$ cat config.mk
export PLATFORM = sky130hd
export DESIGN_NAME = sd_req_arbiter_flat
export DESIGN_NICKNAME = d
export VERILOG_FILES = /design/src/rtl/sd_req_arbiter_if.sv /design/src/rtl/sd_req_arbiter.sv /design/src/flat_wrapper.sv
export SDC_FILE = /design/constraint.sdc
export NUM_CORES = 1
export LEC_CHECK = 0
export BUFFER_PORTS_ARGS = -buffer_cell sky130_fd_sc_hd__buf_2
export CAP_MARGIN = 20
export CELL_PAD_IN_SITES_DETAIL_PLACEMENT = 1
export CELL_PAD_IN_SITES_GLOBAL_PLACEMENT = 2
export CORE_MARGIN = 1
export CORE_UTILIZATION = 18
export DETAILED_ROUTE_END_ITERATION = 7
export PLACE_DENSITY = 0.79
export SLEW_MARGIN = 0
export SYNTH_ARGS = -nofsm -noshare
export SYNTH_HDL_FRONTEND = slang
export SYNTH_SLANG_ARGS = --single-unit
$ cat constraint.sdc
create_clock -name clk_sys -period 1.7 [get_ports clk_sys]
set_clock_uncertainty 0.15 [all_clocks]
set_input_delay 0.17 -clock clk_sys [delete_from_list [all_inputs] [get_ports clk_sys]]
set_output_delay 0.17 -clock clk_sys [all_outputs]
set_load 0.02 [all_outputs]
$ cat src/rtl/sd_req_arbiter_if.sv
// Bus bundle for sd_req_arbiter: two block-device requesters on one side,
// the shared user_io SD host port on the other.
interface sd_req_arbiter_if;
    logic [1:0]  req_rd;
    logic [1:0]  req_wr;
    logic [31:0] lba0;
    logic [31:0] lba1;
    logic [7:0]  buff_din0;
    logic [7:0]  buff_din1;
    logic [1:0]  grant;
    logic [1:0]  done;
    logic [1:0]  err;
    logic [1:0]  buff_wr;
    logic [8:0]  buff_addr;
    logic [7:0]  buff_dout;
    logic        sd_rd;
    logic        sd_wr;
    logic [31:0] sd_lba;
    logic        sd_ack;
    logic [8:0]  sd_buff_addr;
    logic [7:0]  sd_buff_dout;
    logic        sd_buff_wr;
    logic [7:0]  sd_buff_din;

    // master: the arbiter itself
    modport master (
        input  req_rd, req_wr, lba0, lba1, buff_din0, buff_din1,
        input  sd_ack, sd_buff_addr, sd_buff_dout, sd_buff_wr,
        output grant, done, err, buff_wr, buff_addr, buff_dout,
        output sd_rd, sd_wr, sd_lba, sd_buff_din
    );

    // slave: requesters plus user_io
    modport slave (
        output req_rd, req_wr, lba0, lba1, buff_din0, buff_din1,
        output sd_ack, sd_buff_addr, sd_buff_dout, sd_buff_wr,
        input  grant, done, err, buff_wr, buff_addr, buff_dout,
        input  sd_rd, sd_wr, sd_lba, sd_buff_din
    );
endinterface

$ cat src/rtl/sd_req_arbiter.sv
// Round-robin sharing of the user_io SD sector port between two requesters.
// Define SD_ARB_TIMEOUT_EN to abort transfers that exceed TIMEOUT_CYCLES.
module sd_req_arbiter #(
    parameter int              TO_W           = 24,
    parameter logic [TO_W-1:0] TIMEOUT_CYCLES = 24'd16777215
) (
    input logic               clk_sys,
    input logic               reset,
    sd_req_arbiter_if.master  bus
);
    typedef enum logic [1:0] {S_IDLE, S_ISSUE, S_XFER, S_DONE} state_t;

    if (TO_W < 1 || TIMEOUT_CYCLES == '0) begin : g_cfg_check
        $error("sd_req_arbiter: TIMEOUT_CYCLES must be nonzero");
    end

    state_t      state;
    logic        ptr;
    logic [1:0]  grant_q;
    logic [1:0]  done_q;
    logic        sd_rd_q;
    logic        sd_wr_q;
    logic [31:0] sd_lba_q;

    logic [1:0]  pending;
    logic        win1;
    logic        win_rd;

    assign pending = bus.req_rd | bus.req_wr;
    // requester 1 wins if it is alone or the pointer favours it
    assign win1    = pending[1] & (~pending[0] | ptr);
    assign win_rd  = win1 ? bus.req_rd[1] : bus.req_rd[0];

`ifdef SD_ARB_TIMEOUT_EN
    logic [1:0]      err_q;
    logic [TO_W-1:0] to_cnt;
    logic            ack_fall;

    // a finishing transfer beats a coincident expiry
    assign ack_fall = (state == S_XFER) && !bus.sd_ack;
    assign bus.err  = err_q;
`else
    assign bus.err  = 2'b00;
`endif

    always_ff @(posedge clk_sys) begin
        if (reset) begin
            state    <= S_IDLE;
            ptr      <= 1'b0;
            grant_q  <= 2'b00;
            done_q   <= 2'b00;
            sd_rd_q  <= 1'b0;
            sd_wr_q  <= 1'b0;
            sd_lba_q <= '0;
`ifdef SD_ARB_TIMEOUT_EN
            err_q    <= 2'b00;
            to_cnt   <= '0;
`endif
        end else begin
            case (state)
                S_IDLE: if (|pending) begin
                    grant_q  <= win1 ? 2'b10 : 2'b01;
                    sd_lba_q <= win1 ? bus.lba1 : bus.lba0;
                    sd_rd_q  <= win_rd;
                    sd_wr_q  <= ~win_rd;
                    state    <= S_ISSUE;
                end
                S_ISSUE: if (bus.sd_ack) begin
                    sd_rd_q <= 1'b0;
                    sd_wr_q <= 1'b0;
                    state   <= S_XFER;
                end
                S_XFER: if (!bus.sd_ack) begin
                    done_q <= grant_q;
                    state  <= S_DONE;
                end
                S_DONE: begin
                    done_q  <= 2'b00;
                    grant_q <= 2'b00;
                    ptr     <= grant_q[0];
                    state   <= S_IDLE;
                end
                default: state <= S_IDLE;
            endcase
`ifdef SD_ARB_TIMEOUT_EN
            if (state == S_IDLE) begin
                to_cnt <= '0;
            end else if (state == S_ISSUE || state == S_XFER) begin
                to_cnt <= to_cnt + 1'b1;
                if (to_cnt == TIMEOUT_CYCLES - TO_W'(1) && !ack_fall) begin
                    sd_rd_q <= 1'b0;
                    sd_wr_q <= 1'b0;
                    err_q   <= grant_q;
                    state   <= S_DONE;
                end
            end
            if (state == S_DONE) err_q <= 2'b00;
`endif
        end
    end

    assign bus.grant       = grant_q;
    assign bus.done        = done_q;
    assign bus.sd_rd       = sd_rd_q;
    assign bus.sd_wr       = sd_wr_q;
    assign bus.sd_lba      = sd_lba_q;
    assign bus.buff_wr     = grant_q & {2{bus.sd_buff_wr}};
    assign bus.sd_buff_din = grant_q[1] ? bus.buff_din1 : bus.buff_din0;
    assign bus.buff_addr   = bus.sd_buff_addr;
    assign bus.buff_dout   = bus.sd_buff_dout;
endmodule

$ cat src/flat_wrapper.sv
// flat-port wrapper written by rule: the top's interface ports become plain ports
module sd_req_arbiter_flat 
#(
    parameter int              TO_W           = 24,
    parameter logic [TO_W-1:0] TIMEOUT_CYCLES = 24'd16777215
)
  (clk_sys, reset, bus_req_rd, bus_req_wr, bus_lba0, bus_lba1, bus_buff_din0, bus_buff_din1, bus_sd_ack, bus_sd_buff_addr, bus_sd_buff_dout, bus_sd_buff_wr, bus_grant, bus_done, bus_err, bus_buff_wr, bus_buff_addr, bus_buff_dout, bus_sd_rd, bus_sd_wr, bus_sd_lba, bus_sd_buff_din);
  sd_req_arbiter_if bus_i ();
  input logic clk_sys;
  input logic reset;
  input wire logic [$bits(bus_i.req_rd)-1:0] bus_req_rd;
  input wire logic [$bits(bus_i.req_wr)-1:0] bus_req_wr;
  input wire logic [$bits(bus_i.lba0)-1:0] bus_lba0;
  input wire logic [$bits(bus_i.lba1)-1:0] bus_lba1;
  input wire logic [$bits(bus_i.buff_din0)-1:0] bus_buff_din0;
  input wire logic [$bits(bus_i.buff_din1)-1:0] bus_buff_din1;
  input wire logic [$bits(bus_i.sd_ack)-1:0] bus_sd_ack;
  input wire logic [$bits(bus_i.sd_buff_addr)-1:0] bus_sd_buff_addr;
  input wire logic [$bits(bus_i.sd_buff_dout)-1:0] bus_sd_buff_dout;
  input wire logic [$bits(bus_i.sd_buff_wr)-1:0] bus_sd_buff_wr;
  output wire logic [$bits(bus_i.grant)-1:0] bus_grant;
  output wire logic [$bits(bus_i.done)-1:0] bus_done;
  output wire logic [$bits(bus_i.err)-1:0] bus_err;
  output wire logic [$bits(bus_i.buff_wr)-1:0] bus_buff_wr;
  output wire logic [$bits(bus_i.buff_addr)-1:0] bus_buff_addr;
  output wire logic [$bits(bus_i.buff_dout)-1:0] bus_buff_dout;
  output wire logic [$bits(bus_i.sd_rd)-1:0] bus_sd_rd;
  output wire logic [$bits(bus_i.sd_wr)-1:0] bus_sd_wr;
  output wire logic [$bits(bus_i.sd_lba)-1:0] bus_sd_lba;
  output wire logic [$bits(bus_i.sd_buff_din)-1:0] bus_sd_buff_din;
  assign bus_i.req_rd = bus_req_rd;
  assign bus_i.req_wr = bus_req_wr;
  assign bus_i.lba0 = bus_lba0;
  assign bus_i.lba1 = bus_lba1;
  assign bus_i.buff_din0 = bus_buff_din0;
  assign bus_i.buff_din1 = bus_buff_din1;
  assign bus_i.sd_ack = bus_sd_ack;
  assign bus_i.sd_buff_addr = bus_sd_buff_addr;
  assign bus_i.sd_buff_dout = bus_sd_buff_dout;
  assign bus_i.sd_buff_wr = bus_sd_buff_wr;
  assign bus_grant = bus_i.grant;
  assign bus_done = bus_i.done;
  assign bus_err = bus_i.err;
  assign bus_buff_wr = bus_i.buff_wr;
  assign bus_buff_addr = bus_i.buff_addr;
  assign bus_buff_dout = bus_i.buff_dout;
  assign bus_sd_rd = bus_i.sd_rd;
  assign bus_sd_wr = bus_i.sd_wr;
  assign bus_sd_lba = bus_i.sd_lba;
  assign bus_sd_buff_din = bus_i.sd_buff_din;
  sd_req_arbiter #(.TO_W(TO_W), .TIMEOUT_CYCLES(TIMEOUT_CYCLES)) u_core (.clk_sys(clk_sys), .reset(reset), .bus(bus_i));
endmodule
Yosys cells after proc, flatten, opt, wreduce, memory -nomap -nowiden
Index checks and enable logic that the tools add are counted.

Register bits after elaboration: 41. Input bits: 105. Word-level logic and storage cells: 46.

Eq/ne operators: 6. Mux-type cells: 17. Bitwise logic cells: 6. Reductions and logical operators: 10.

Operator list (count): $mux 32 (1); $mux 2 (6); $mux 8 (1); $pmux 2 s2 (2); $pmux 2 s4 (1); $reduce_and 2->1 (3); $reduce_and 3->1 (2); $reduce_bool 2->1 (3); $eq 2x2->1 const B (2); $mux 1 (4); $ne 2x2->1 const B (2); $pmux 1 s2 (2); $and 2x2->2 (1); $eq 2x1->1 const B (1); $logic_not 2->1 (1); $ne 2x1->1 const B (1); $not 1->1 (2); $or 2x2->2 (1); $reduce_or 2->1 (1); $and 1x1->1 (1); $or 1x1->1 (1).

Depth between registers and ports, before layout
Gate-level depths: netlist of run 1.

Depth after elaboration: 8. Mapped depth: 8. Mapped depth without buffers: 6.

Worst setup path before layout of run 1
Ideal clock, no wire load.

Kind: reg-to-reg. From: register u_core.state[0]. To: register u_core.state[1]. Library setup time: 0.119 ns. Arrival time: 1.478 ns. Required time: 1.431 ns. Setup slack: -0.047 ns. Cell stages (with the launch flop): 7. Cell sequence: dfxtp_1 -> inv_1 -> ha_1 -> clkbuf_1 -> a221oi_1 -> mux2i_1 -> nor2_1.

Cells in the longest elaborated chain, start to end: 3. Elaborated cells between the ends (all ways): 9. Classes of those cells: eq/ne (6); mux (1); reduce/logical (2).

Ends and longest elaborated chain: start: declaration (line sd_req_arbiter.sv:17) `state_t state;`; start signal: assignment (line sd_req_arbiter.sv:48) `state <= S_IDLE;`; start signal: assignment (line sd_req_arbiter.sv:66) `state <= S_ISSUE;`; start signal: assignment (line sd_req_arbiter.sv:71) `state <= S_XFER;`; $eq 2x2->1 (tied with other cells) (line sd_req_arbiter.sv:60) `case (state)`; $ne 2x2->1 (no line) / $ne 2x1->1 (equally long branches); $reduce_and 3->1 (no line).

Parallel ways exist; a longest one is shown, timed or not. A chain may end at the register's enable or synchronous reset.

Final worst setup path of run 1
From: register u_core.state[0]. To: register u_core.state[0].

The elaborated chain is that of the path after synthesis.

==> out/metrics.yaml, run 1 <==
status: "complete, no violations"
path_class: "register to register"
root_buffer: "clkbuf_16"
finalNonFillerCells: 576
power.share.switching_pct: 37.0
fillerInstances: 1356
dr.pass1.iters: 4
min-delay-start: "reset"
grt_pass1_vias: 2688
viasPerCell: 4.27
ys_ff_latch: 41
place_inst: 500
clock-sinks: 41
fin_util_pct: 33.9
internal_power_mw: 3.16
synth.most_common_cell: "nand2_1"
leakage_nw: 1.88
netlist_instances: 237
hold_class: "input port to register"
path_clk_slew_ps: 60
initial_core_util_pct: 18.8
finalSetupViolCount: 0
min_period_ps: 1590
worstPathArrival_ps: 1620
maxCapViolations: 0
holdPathStages: 3
cp_cell_sequence: "inv_2 -> buf_4 -> ha_2 -> a221oi_2 -> nor2_1 -> a211oi_1"
insertion_delay_ps: 280
slowest_delay_ps: 340
r2r_cells: 6
hold_slack_ps: 105
drt_iter0_drc: 77
cp_max_fo: 2
yosysSeqAreaShare_pct: 37.4
syn2layout_area_growth_pct: 80.2
min_to: "u_core.state[1]"
grt_pass1_wl_um: 12500
worstSetupStartpointType: "register"
grt_max_degree: 25
register_area_um2: 825
core_um2: 11700
globalRouteOverflowTotal: 0
cts_made_buffers: 5
powerDensity_nw_per_um2: 1270
tritoncts: "yes"
period_share_pct: 93.2
p_switching_mw: 1.86
ir_drop_uv: 410
yosys_warnings: 0
multi_input_area_um2: 1180
detail-route-antenna-nets: 0
yosys-top-cells-area: "dfxtp_1 37%, a22oi_2 17%, nand2_1 11%, buf_4 7.5%, mux2_2 4.1%"
boundaryPins: 172
combPwrFrac_pct: 49.7
rr_endpoint: "u_core.state[0]"
fp.dieW_um: 112
synth_edf_count: 0
end_kind: "register"
yosysTopAreaCell: "dfxtp_1"
ctsHtreeMaxLevel: 2
fmax_mhz: 631
wire_per_inst_um: 14.1
wirelength_um: 8110
clock_path_buffers: 2
grt_use_total_pct: 12.5
ys_async_sr_fraction_pct: 0
diodes: 0
ys.flop_type: "dfxtp_1"
synthTopCellsByCount: "66 x nand2_1, 41 x dfxtp_1, 30 x a22oi_2"
setup_tns_ps: 0
die_h_um: 112
worst_ep_required_time_ps: 1740
synth_top_area_share_pct: 37.4
drc: 0
synth_cell_types: 40
fin_nets: 542
timing.reg2reg.setup_slack_ps: 110
vias: 2461
drive_above_1_share_pct: 50.8
antenna_found_initial: 0
pwr-share-seq_pct: 28.1
cpMaxStageDelayCell: "dfxtp_2"
netlist_area_um2: 2200
pwr-share-clk_pct: 22.2
finalPower_mw: 5.02
dp_hpwl_um: 5190
globalplace.congestion: 0.690
die_area_um2: 12700
rows: 39
slew_viol_final: 0
reg2reg_from: "u_core.state[0]"
final_hold_viol_count: 0
syn_avg_cell_area_um2: 9.27
io_buffers: 135
-- cell families (layout without fill, tap and decap cells) --
group	after synthesis	in the layout	share of synthesized area (%)
AND/OR/NAND/NOR	93	93	19.1
AO/OA/AOI/OAI	51	51	24.4
buffers and inverters	36	231	11.2
adder cells (fa/ha/maj)	5	5	2.85
other	1	2	0.171
flip-flops	41	41	37.4
multiplexers	10	10	5.01
-- what timing repair did --
item	in CTS	in global routing
hold buffers	64	0
endpoints found under the hold margin	32	0
pin swaps	0	12
setup endpoints to repair	19	36
resized for setup	1	13
cloned	0	3
buffers inserted	0	2
-- per-layer routing --
layer	part of all wire, %	routed length [um]	track usage (%)	vias to the layer above
li1	-	-	-	1187
met1	38	3110	11.5	1124
met2	53	4260	25.4	118
met3	5.2	420	2.48	32
met4	4.0	321	7.02	0
met5	0	0	0	-
-- metrics by stage --
| stage | instance area, um2 | worst slack, ps |
|---|---|---|
| final | 3960 | 115 |
| after global routing | 3960 | -9.83 |
| after CTS | 3830 | -14.0 |
| after detailed placement | 3020 | 2.44 |
| after global placement | 3020 | 50.3 |
| after floorplan | 2210 | -1.89 |
-- layout by cell type (no fill, tap or decap), types with 3 or more instances in the layout --
master,instances
dlygate4sd3_1,64
a21oi_1,6
a22oi_2,30
clkbuf_16,8
dfxtp_2,3
nor2_1,8
dfxtp_1,38
mux2_2,8
buf_2,135
a31oi_1,3
nand2_1,66
buf_12,5
nand2b_1,3
buf_4,12
-- registers in the layout (all words and copies together) (netlist names) --
signal	count
u_core.bus.done	2
u_core.ptr	1
u_core.bus.grant	2
u_core.bus.sd_rd	1
u_core.state	2
u_core.bus.sd_wr	1
u_core.bus.sd_lba	32
-- critical path: cells and delay by family, from the launching register on --
family	cells	cell delay, ps
buffers and inverters	2	180
flip-flops	1	340
adder cells (fa/ha/maj)	1	190
AND/OR/NAND/NOR	1	70
AO/OA/AOI/OAI	2	560
-- power by group through the flow --
stage	registers [mW]	logic [mW]	clock network, mW
after CTS	1.41	2.28	1.17
after global placement	1.41	2.12	0
after global routing	1.45	2.72	1.20
after detailed placement	1.43	2.16	0
final	1.41	2.50	1.12
after floorplan	1.73	1.06	0
-- worst max path at each step --
| stage | to | from | depth (start not counted) | slack (ps) |
|---|---|---|---|---|
| 2_1_floorplan | u_core.bus.sd_lba[0] | u_core.state[0] | 8 | -2 |
| 3_3_place_gp | u_core.bus.sd_lba[25] | u_core.state[1] | 8 | 50 |
| 3_5_place_dp | u_core.bus.sd_lba[25] | u_core.state[1] | 8 | 2 |
| 4_1_cts | u_core.bus.sd_lba[25] | u_core.state[1] | 8 | -10 |
| 5_1_grt | u_core.state[0] | u_core.state[1] | 6 | -10 |
| 6_report | u_core.state[0] | u_core.state[0] | 6 | 110 |
-- area by class of cell --
class	instances	share of cell area, %
clock buffers	7	3.60
clock inverters	1	0.759
inverters	3	0.284
multi-input cells	161	29.8
flip-flops and latches	41	20.8
well taps	143	4.52
repair buffers	220	40.2
Note: power is estimated with default switching activity, not from simulation.
==> run 2, diff against run 1 <==
- CELL_PAD_IN_SITES_DETAIL_PLACEMENT: 1 -> not set
- CELL_PAD_IN_SITES_GLOBAL_PLACEMENT: 2 -> not set
- CORE_UTILIZATION: 18 -> 30
- PLACE_DENSITY: 0.79 -> 0.7
==> out/metrics.yaml, run 2 (synthesized netlist as in run 1, its figures left out) <==
largest_reg_flops: 32
rows: 30
syn2layout_area_growth_pct: 74.4
clock-sinks: 41
insertion_delay_ps: 290
die_area_um2: 7670
dp_hpwl_um: 4190
holdPathStages: 3
cpMaxStageDelayCell: "dfxtp_2"
register_area_um2: 825
path_class: "register to register"
hold_class: "input port to register"
cp_cell_sequence: "inv_4 -> ha_4 -> nand2b_4 -> buf_6 -> a211oi_4 -> buf_6 -> clkbuf_16 -> a22oi_2 -> nand2_1"
layout_common_cells: "135 x buf_2, 66 x nand2_1, 64 x dlygate4sd3_1"
ctsHtreeMaxLevel: 2
multi_input_area_um2: 1170
timing.reg2reg.setup_slack_ps: 40
drc: 0
antenna_found_initial: 0
grt_max_degree: 25
worstPathArrival_ps: 1740
detail-route-antenna-nets: 0
io_buffers: 135
cts_made_buffers: 5
grt_use_total_pct: 17.3
viasPerCell: 4.65
rr_endpoint: "u_core.bus.sd_lba[12]"
fillerInstances: 621
diodes: 0
clock_path_buffers: 2
layout_commonest_cell: "buf_2"
status: "complete, no violations"
globalplace.congestion: 0.790
boundaryPins: 172
path_clk_slew_ps: 80
finalSetupViolCount: 0
leakage_nw: 1.85
worstSetupStartpointType: "register"
setup_ws_ps: 40.5
maxCapViolations: 0
tritoncts: "yes"
globalRouteOverflowTotal: 0
wirelength_um: 7180
dr.pass1.iters: 5
fp.dieW_um: 87.6
initial_core_util_pct: 31.6
powerDensity_nw_per_um2: 1180
period_share_pct: 97.6
reg2reg_from: "u_core.state[1]"
die_h_um: 87.6
worst_ep_required_time_ps: 1780
grt_pass1_vias: 2455
slowest_delay_ps: 340
drt_iter0_drc: 54
fmax_mhz: 603
wire_per_inst_um: 13.5
min_period_ps: 1660
critical_path.most_common_cell: "buf_6"
end_kind: "register"
grt_pass1_wl_um: 10300
r2r_cells: 9
drive_above_1_share_pct: 50.6
hold_slack_ps: 69.7
root_buffer: "clkbuf_8"
min_to: "u_core.bus.done[1]"
min-delay-start: "bus_sd_ack"
vias: 2470
fin_nets: 544
cp_max_fo: 6
core_um2: 6940
slew_viol_final: 0
ir_drop_uv: 514
place_ws_ps: -24.9
final_hold_viol_count: 0
run 2: cell count changes in the layout (fill, tap and decap cells not counted), moves of 2 or more:
cell / before / now
clkbuf_8: 1 / 5
clkbuf_16: 8 / 3
clkinv_2: 0 / 2
buf_6: 1 / 3
run 2: worst max path at each step:
| stage | endpoint | slack (ps) | from | cells after the start |
|---|---|---|---|---|
| floorplan | u_core.bus.sd_lba[0] | -2 | u_core.state[0] | 8 |
| global placement | u_core.bus.sd_lba[25] | 50 | u_core.state[0] | 7 |
| detailed placement | u_core.bus.sd_lba[25] | -20 | u_core.state[0] | 7 |
| CTS | u_core.bus.sd_lba[25] | -30 | u_core.state[0] | 8 |
| global route | u_core.bus.sd_lba[25] | -9 | u_core.state[1] | 9 |
| finish | u_core.bus.sd_lba[12] | 40 | u_core.state[1] | 9 |
run 2: routing by layer:
| metal | vias up | routed length, um | GRT usage (%) |
|---|---|---|---|
| li1 | 1192 | - | - |
| met1 | 1112 | 2520 | 14.7 |
| met2 | 139 | 3970 | 35.7 |
| met3 | 27 | 438 | 3.68 |
| met4 | 0 | 257 | 10.9 |
| met5 | - | 0 | 0 |
run 2: worst max-delay path, delay by kind of cell (launching register included):
kind,cells,cell delay (ps)
flops,1,340
compound gates,2,290
fa+ha+maj,1,150
simple gates,2,120
buf+inv,4,560
run 2: layout make-up:
cell class | instances | area share [%]
Timing Repair Buffer | 222 | 42.3
Multi-Input combinational cell | 161 | 30.5
Sequential cell | 41 | 21.5
Tap cell | 96 | 3.13
Clock buffer | 6 | 1.89
Inverter | 3 | 0.359
Clock inverter | 2 | 0.261
run 2: report_power, final:
part	leakage [nW]	switching, mW	internal, mW
combinational	1.47	1.29	1.19
sequential	0.339	0.165	1.25
clock	0.0450	0.327	0.285
run 2: what timing repair did:
action                                  in CTS  in global routing
cloned                                       1                  4
endpoints found under the setup margin      24                 35
hold buffers                                64                  0
gates resized for setup                      4                 13
endpoints found under the hold margin       32                  0
pin swaps                                    0                 13
setup buffers                                1                  4
run 2: metrics by stage:
step | utilization (%) | cells | total power [mW] | area, um2 | TNS [ps]
after floorplan | - | 238 | 2.79 | 2210 | -56.7
after global placement | 41.8 | 449 | 3.39 | 2910 | 0
after detailed placement | 41.8 | 449 | 3.44 | 2910 | -34.4
after CTS | 52.8 | 523 | 4.23 | 3670 | -113
after global routing | 55.2 | 531 | 4.81 | 3830 | -10.6
final | 55.2 | 531 | 4.51 | 3830 | 0
